$ cat src/rtl/mem_stage_lsu.sv
// mem_stage_lsu -- memory stage of the 5-stage RV32 pipeline.
//
// Takes the EX/MEM bus, performs data-memory loads and stores over a
// req/ack handshake (lane alignment, byte enables, sign/zero extension),
// resolves the branch redirect, stalls the upstream stages while an access
// is outstanding and registers the MEM/WB bus.
//
// Ports:
//   clk, rst          clock, asynchronous active-low reset
//   ex_mem[140:0]     EX/MEM pipeline bus
//   mem_size[2:0]     funct3 of the instruction in MEM
//   dmem_*            registered data-memory request interface
//   stall             hold PC, IF/ID, ID/EX, EX/MEM
//   pc_redirect/target combinational branch resolution
//   misalign          1-cycle pulse: misaligned access (or timeout abort)
//   mem_wb[103:0]     registered MEM/WB bus
//
// Optional feature: define MEM_TIMEOUT_EN to abort an access that is not
// acknowledged within TIMEOUT_CYCLES cycles of WAIT.
module mem_stage_lsu #(
  parameter int TIMEOUT_CYCLES = 16,
  parameter int TO_W           = 5
) (
  input  logic         clk,
  input  logic         rst,
  input  logic [140:0] ex_mem,
  input  logic [2:0]   mem_size,
  output logic         dmem_req,
  output logic         dmem_we,
  output logic [31:0]  dmem_addr,
  output logic [31:0]  dmem_wdata,
  output logic [3:0]   dmem_be,
  input  logic         dmem_ack,
  input  logic [31:0]  dmem_rdata,
  output logic         stall,
  output logic         pc_redirect,
  output logic [31:0]  pc_target,
  output logic         misalign,
  output logic [103:0] mem_wb
);

  typedef enum logic [0:0] {IDLE = 1'b0, WAIT = 1'b1} state_t;

  // Counter must be able to represent TIMEOUT_CYCLES.
  if (TO_W < $clog2(TIMEOUT_CYCLES + 1)) begin : g_bad_to_w
    $error("TO_W too narrow for TIMEOUT_CYCLES");
  end

  // EX/MEM field decode
  logic [31:0] pc, pc_alu_sum, alu_result, data2;
  logic [1:0]  result_src, mem_con;
  logic        pc_src, reg_con, branch, zero;
  logic [4:0]  rd;
  assign pc         = ex_mem[140:109];
  assign result_src = ex_mem[108:107];
  assign pc_src     = ex_mem[106];
  assign reg_con    = ex_mem[105];
  assign mem_con    = ex_mem[104:103];
  assign branch     = ex_mem[102];
  assign pc_alu_sum = ex_mem[101:70];
  assign zero       = ex_mem[69];
  assign alu_result = ex_mem[68:37];
  assign data2      = ex_mem[36:5];
  assign rd         = ex_mem[4:0];

  assign pc_redirect = (branch & zero) | pc_src;
  assign pc_target   = pc_alu_sum;

  // Access size: 0 byte, 1 halfword, 2 word (unknown funct3 acts as word).
  function automatic logic [1:0] size_of(input logic [2:0] f3);
    case (f3)
      3'b000, 3'b100: size_of = 2'd0;
      3'b001, 3'b101: size_of = 2'd1;
      default:        size_of = 2'd2;
    endcase
  endfunction

  function automatic logic [3:0] be_of(input logic [1:0] sz, input logic [1:0] a);
    case (sz)
      2'd0:    be_of = 4'b0001 << a;
      2'd1:    be_of = a[1] ? 4'b1100 : 4'b0011;
      default: be_of = 4'b1111;
    endcase
  endfunction

  function automatic logic [31:0] wdata_of(input logic [1:0] sz, input logic [31:0] d);
    case (sz)
      2'd0:    wdata_of = {4{d[7:0]}};
      2'd1:    wdata_of = {2{d[15:0]}};
      default: wdata_of = d;
    endcase
  endfunction

  function automatic logic [31:0] load_ext(input logic [2:0] f3, input logic [1:0] a,
                                           input logic [31:0] w);
    logic [7:0]  b;
    logic [15:0] h;
    b = w[{a, 3'b000} +: 8];
    h = a[1] ? w[31:16] : w[15:0];
    case (f3)
      3'b000:  load_ext = {{24{b[7]}}, b};
      3'b001:  load_ext = {{16{h[15]}}, h};
      3'b100:  load_ext = {24'd0, b};
      3'b101:  load_ext = {16'd0, h};
      default: load_ext = w;
    endcase
  endfunction

  function automatic logic [103:0] wb_pack(input logic rc, input logic [31:0] ld);
    wb_pack = {pc, result_src, rc, ld, alu_result, rd};
  endfunction

  state_t         state, state_next;
  logic [103:0]   mem_wb_next;
  logic           misalign_next, issue, finish, to_hit, mem_op, misaligned;
  logic [1:0]     size;

  assign mem_op     = (mem_con != 2'b00);
  assign size       = size_of(mem_size);
  assign misaligned = ((size == 2'd1) && alu_result[0]) ||
                      ((size == 2'd2) && (alu_result[1:0] != 2'b00));

`ifdef MEM_TIMEOUT_EN
  logic [TO_W-1:0] to_cnt;
  assign to_hit = (to_cnt == TO_W'(TIMEOUT_CYCLES - 1));

  // Timeout counter: counts WAIT cycles, cleared whenever not waiting.
  always_ff @(posedge clk or negedge rst) begin
    if (!rst) begin
      to_cnt <= '0;
    end else if ((state == WAIT) && !dmem_ack && !to_hit) begin
      to_cnt <= to_cnt + TO_W'(1);
    end else begin
      to_cnt <= '0;
    end
  end
`else
  assign to_hit = 1'b0;
`endif

  // Next-state, stall and MEM/WB next-value decode.
  always_comb begin
    state_next    = state;
    stall         = 1'b0;
    mem_wb_next   = 104'd0;
    misalign_next = 1'b0;
    issue         = 1'b0;
    finish        = 1'b0;
    case (state)
      IDLE: begin
        if (!mem_op) begin
          mem_wb_next = wb_pack(reg_con, 32'd0);
        end else if (misaligned) begin
          mem_wb_next   = wb_pack(1'b0, 32'd0);
          misalign_next = 1'b1;
        end else begin
          stall      = 1'b1;
          issue      = 1'b1;
          state_next = WAIT;
        end
      end
      WAIT: begin
        if (dmem_ack) begin
          // Ack wins over a timeout on the same cycle.
          mem_wb_next = wb_pack(reg_con, mem_con[1] ? 32'd0
                                         : load_ext(mem_size, alu_result[1:0], dmem_rdata));
          finish      = 1'b1;
          state_next  = IDLE;
        end else if (to_hit) begin
          mem_wb_next   = wb_pack(1'b0, 32'd0);
          misalign_next = 1'b1;
          finish        = 1'b1;
          state_next    = IDLE;
        end else begin
          stall = 1'b1;
        end
      end
      default: begin
        state_next = IDLE;
      end
    endcase
  end

  // State, MEM/WB and misalign registers.
  always_ff @(posedge clk or negedge rst) begin
    if (!rst) begin
      state    <= IDLE;
      mem_wb   <= 104'd0;
      misalign <= 1'b0;
    end else begin
      state    <= state_next;
      mem_wb   <= mem_wb_next;
      misalign <= misalign_next;
    end
  end

  // Data-memory request registers: loaded on issue, held through WAIT.
  always_ff @(posedge clk or negedge rst) begin
    if (!rst) begin
      dmem_req   <= 1'b0;
      dmem_we    <= 1'b0;
      dmem_addr  <= 32'd0;
      dmem_wdata <= 32'd0;
      dmem_be    <= 4'd0;
    end else if (issue) begin
      dmem_req   <= 1'b1;
      dmem_we    <= mem_con[1];
      dmem_addr  <= {alu_result[31:2], 2'b00};
      dmem_wdata <= wdata_of(size, data2);
      dmem_be    <= be_of(size, alu_result[1:0]);
    end else if (finish) begin
      dmem_req <= 1'b0;
      dmem_we  <= 1'b0;
      dmem_be  <= 4'd0;
    end else begin
      dmem_req <= dmem_req;
    end
  end

endmodule

$ cat config.mk
export PLATFORM = sky130hd
export DESIGN_NAME = mem_stage_lsu
export DESIGN_NICKNAME = d
export VERILOG_FILES = /design/src/rtl/mem_stage_lsu.sv
export SDC_FILE = /design/constraint.sdc
export NUM_CORES = 1
export LEC_CHECK = 0
export CAP_MARGIN = 25
export CORE_AREA = 2 2 149 151
export CTS_BUF_LIST = sky130_fd_sc_hd__clkbuf_8
export CTS_CLUSTER_DIAMETER = 40
export DETAILED_ROUTE_END_ITERATION = 8
export DIE_AREA = 0 0 151 153
export PLACE_DENSITY_LB_ADDON = 0.25
export SLEW_MARGIN = 20
export SYNTH_ARGS = -nofsm -noshare
export SYNTH_HDL_FRONTEND = slang
export SYNTH_SLANG_ARGS = --single-unit
$ cat constraint.sdc
create_clock -name clk -period 1.8 [get_ports clk]
set_input_delay 0.27 -clock clk [delete_from_list [all_inputs] [get_ports clk]]
set_output_delay 0.27 -clock clk [all_outputs]
set_load 0.03 [all_outputs]
==> flow_summary.toml <==
[flow_run]
cap_violations = 0

[timing]
skew_ns = 0.0258
hold_ws_ns = 0.314
min_period_ns = 1.77
worst_pin_slew_ns = 0.529
worst_slew_margin_rel = 0.647
finalWorstSetupSlack_ns = 0.0308
hold_viol_final = 0
fin_crit_sh = 0.983
slew_violations = 0
setup_violations = 0
rsz0062_at_grt = "yes"
fmax_ghz = 0.565
setup_tns_ns = 0

[routing]
vias = 5417
avgRoutedWirePerCell_um = 18.5
antenna_left = 0
firstDrtPassIters = 4
routed_wirelength_mm = 21.8
via_per_inst = 4.59
drcViolationCount = 0
drtIter0Drc = 186

[floorplanning]
initial_core_util = 0.344
die_w_um = 151
pin_count = 388
die_area_um2 = 23100
row_count = 54
die_h_um = 153
core_area_um2 = 21500

[status]
status = "finished clean"

[pwr]
ir_drop_mv = 0.581
power.density_nw_per_um2 = 1050
p_leak_nw = 5.95

[global_routing]
grt_max_degree = 48
grt_usage = 0.189
grt_pass1_vias = 5701
antenna_found_initial = 0
overflow = 0
grt_pass1_wl_mm = 33.4

[logic_synthesis]
syn_area_per_cell_um2 = 13.1
yosysTopAreaCellShare = 0.589
synth_xor_area_frac = 0.00119
syn-cell-area_um2 = 7390
ys_ff_latch = 174
synth-compound-area-share = 0.0640
synth_mux_area_frac = 0.167
synth_top_family_by_area = "multiplexers"
synthDistinctLibCells = 47
yosys.area_share.simple = 0.110
synth.most_common_cell = "dfrtp_1"
synthAdderAreaFrac = 0
ys.flop_type = "dfrtp_1"
synthArstFlopShare = 1.00
synth-seq-area-share = 0.589
syn_inst = 564
synth_top_cell_by_area = "dfrtp_1"
synth_commonest_cells = "dfrtp_1 (174), and2_1 (71), mux2_4 (47)"
synth_area_leaders = "dfrtp_1 (59%), mux2_4 (9.5%), and2_1 (6.0%)"
ys_warn_count = 0
synth_edf_count = 0

[placement]
gp_congestion = 0.797
dp_slack_ns = -0.209
hpwl_mm = 16.5
portBuffers = 321

[setup_path]
critPathCaptureType = "primary output"
crit_arrival_ns = 1.50
crit_type = "input pin to primary output"
worstSetupStartpointType = "input pin"
path_max_fanout = 10
crit_required_ns = 1.53
ff2ff_setup_slack_ns = 0.29

[clocking]
cts_inserted_buffers = 17
cts_max_level = 4
cts-root-buf = "clkbuf_8"
tritoncts = "built"
clk_latency_ns = 0.46
ctsLongestPathBuffers = 2
clock_sinks = 174
clkTransAtPathRegs_ns = 0.10

[final_layout]
area_growth_pct = 55.0
nFillCells = 1936
final_layout_size_suffix_gt1_frac = 0.178
antenna_cells = 0
final_nets = 1067

[min_path]
hold_class = "input pin to flip-flop"
worst paths after layout:
check                                 start       endpoint  depth (start not counted)
min in group asynchronous               rst  dmem_wdata[7]                          2
worst max register to register        state     mem_wb[64]                          6
max in group asynchronous               rst     mem_wb[11]                          3
worst min register to register     dmem_req       dmem_req                          2
worst max-delay path            mem_size[0]          stall                          6
worst min-delay path            mem_size[1]     dmem_be[2]                          4
cells in the final DEF, fill, tap and decap left out, types with 6 or more instances in the layout:
master	count
mux2_2	19
nor2_1	9
clkdlybuf4s50_1	189
nand3_1	7
and3b_1	7
mux2i_1	11
mux2_4	47
inv_1	12
o21ai_1	12
a211oi_1	6
a2111oi_0	7
a31oi_1	9
mux2_1	16
dlymetal6s2s_1	53
and2_1	71
inv_8	6
nand2_1	31
buf_4	39
dfrtp_1	174
o21ai_0	21
dlygate4sd2_1	76
clkbuf_8	17
buf_12	10
logic make-up (layout without fill, tap and decap cells):
family                    count (synthesis)  after routing
DFF                                     174            174
muxes                                    94             94
and+or+nand+nor                         142            142
buffers and inverters                    80            416
AOI/OAI and AO/OA                        72             72
xor gates and xnor gates                  1              1
other                                     1              2
timing repair:
| item | CTS | global route |
|---|---|---|
| hold endpoints to repair | 37 | 0 |
| resized for setup | 80 | 55 |
| hold buffers | 1 | 0 |
| cloned | 0 | 0 |
| buffers inserted | 1 | 1 |
| setup endpoints to repair | 77 | 54 |
flip-flops by register name (all words and copies together), names as in the netlist:
register and cells:
dmem_wdata 32, mem_wb 104, dmem_be 4, state 1, dmem_req 1, misalign 1
dmem_we 1, dmem_addr 30
per-stage QoR:
stage | total power, mW | util | area [µm²] | std cells
finish | 12.0 | 0.533 | 11500 | 1181
floorplan | 7.64 | - | 7390 | 565
global route | 12.7 | 0.533 | 11500 | 1181
global placement | 9.78 | 0.511 | 11000 | 1146
CTS | 12.2 | 0.526 | 11300 | 1180
detailed placement | 9.82 | 0.511 | 11000 | 1146
worst max-delay path, stage by stage:
cell and delay (ns):
clkdlybuf4s50_1 0.45, buf_4 0.18, nand2_1 0.18, a31oi_4 0.20, inv_2 0.07, buf_6 0.14
layout make-up:
cell class	instances	area [µm²]	share of cell area
flip-flops and latches	174	4350	0.380
clock inverters	15	153	0.0133
well taps	280	350	0.0306
clock buffers	17	234	0.0204
inverters	12	45.0	0.00393
repair buffers	372	3760	0.328
multi-input cells	311	2560	0.223
routing by layer:
metal | up-vias | global-route usage | wire (µm)
met3 | 47 | 0.0504 | 1630
met4 | 0 | 0.0636 | 533
met1 | 2606 | 0.234 | 9250
li1 | 2537 | - | -
met5 | - | 0 | 0
met2 | 227 | 0.320 | 10400
report_power, final:
group,switching (mW),internal [mW]
registers,0.309,4.58
clock network,1.65,1.03
logic,2.48,1.99
total,4.44,7.61
No activity file was read; power rests on OpenSTA's default activity.
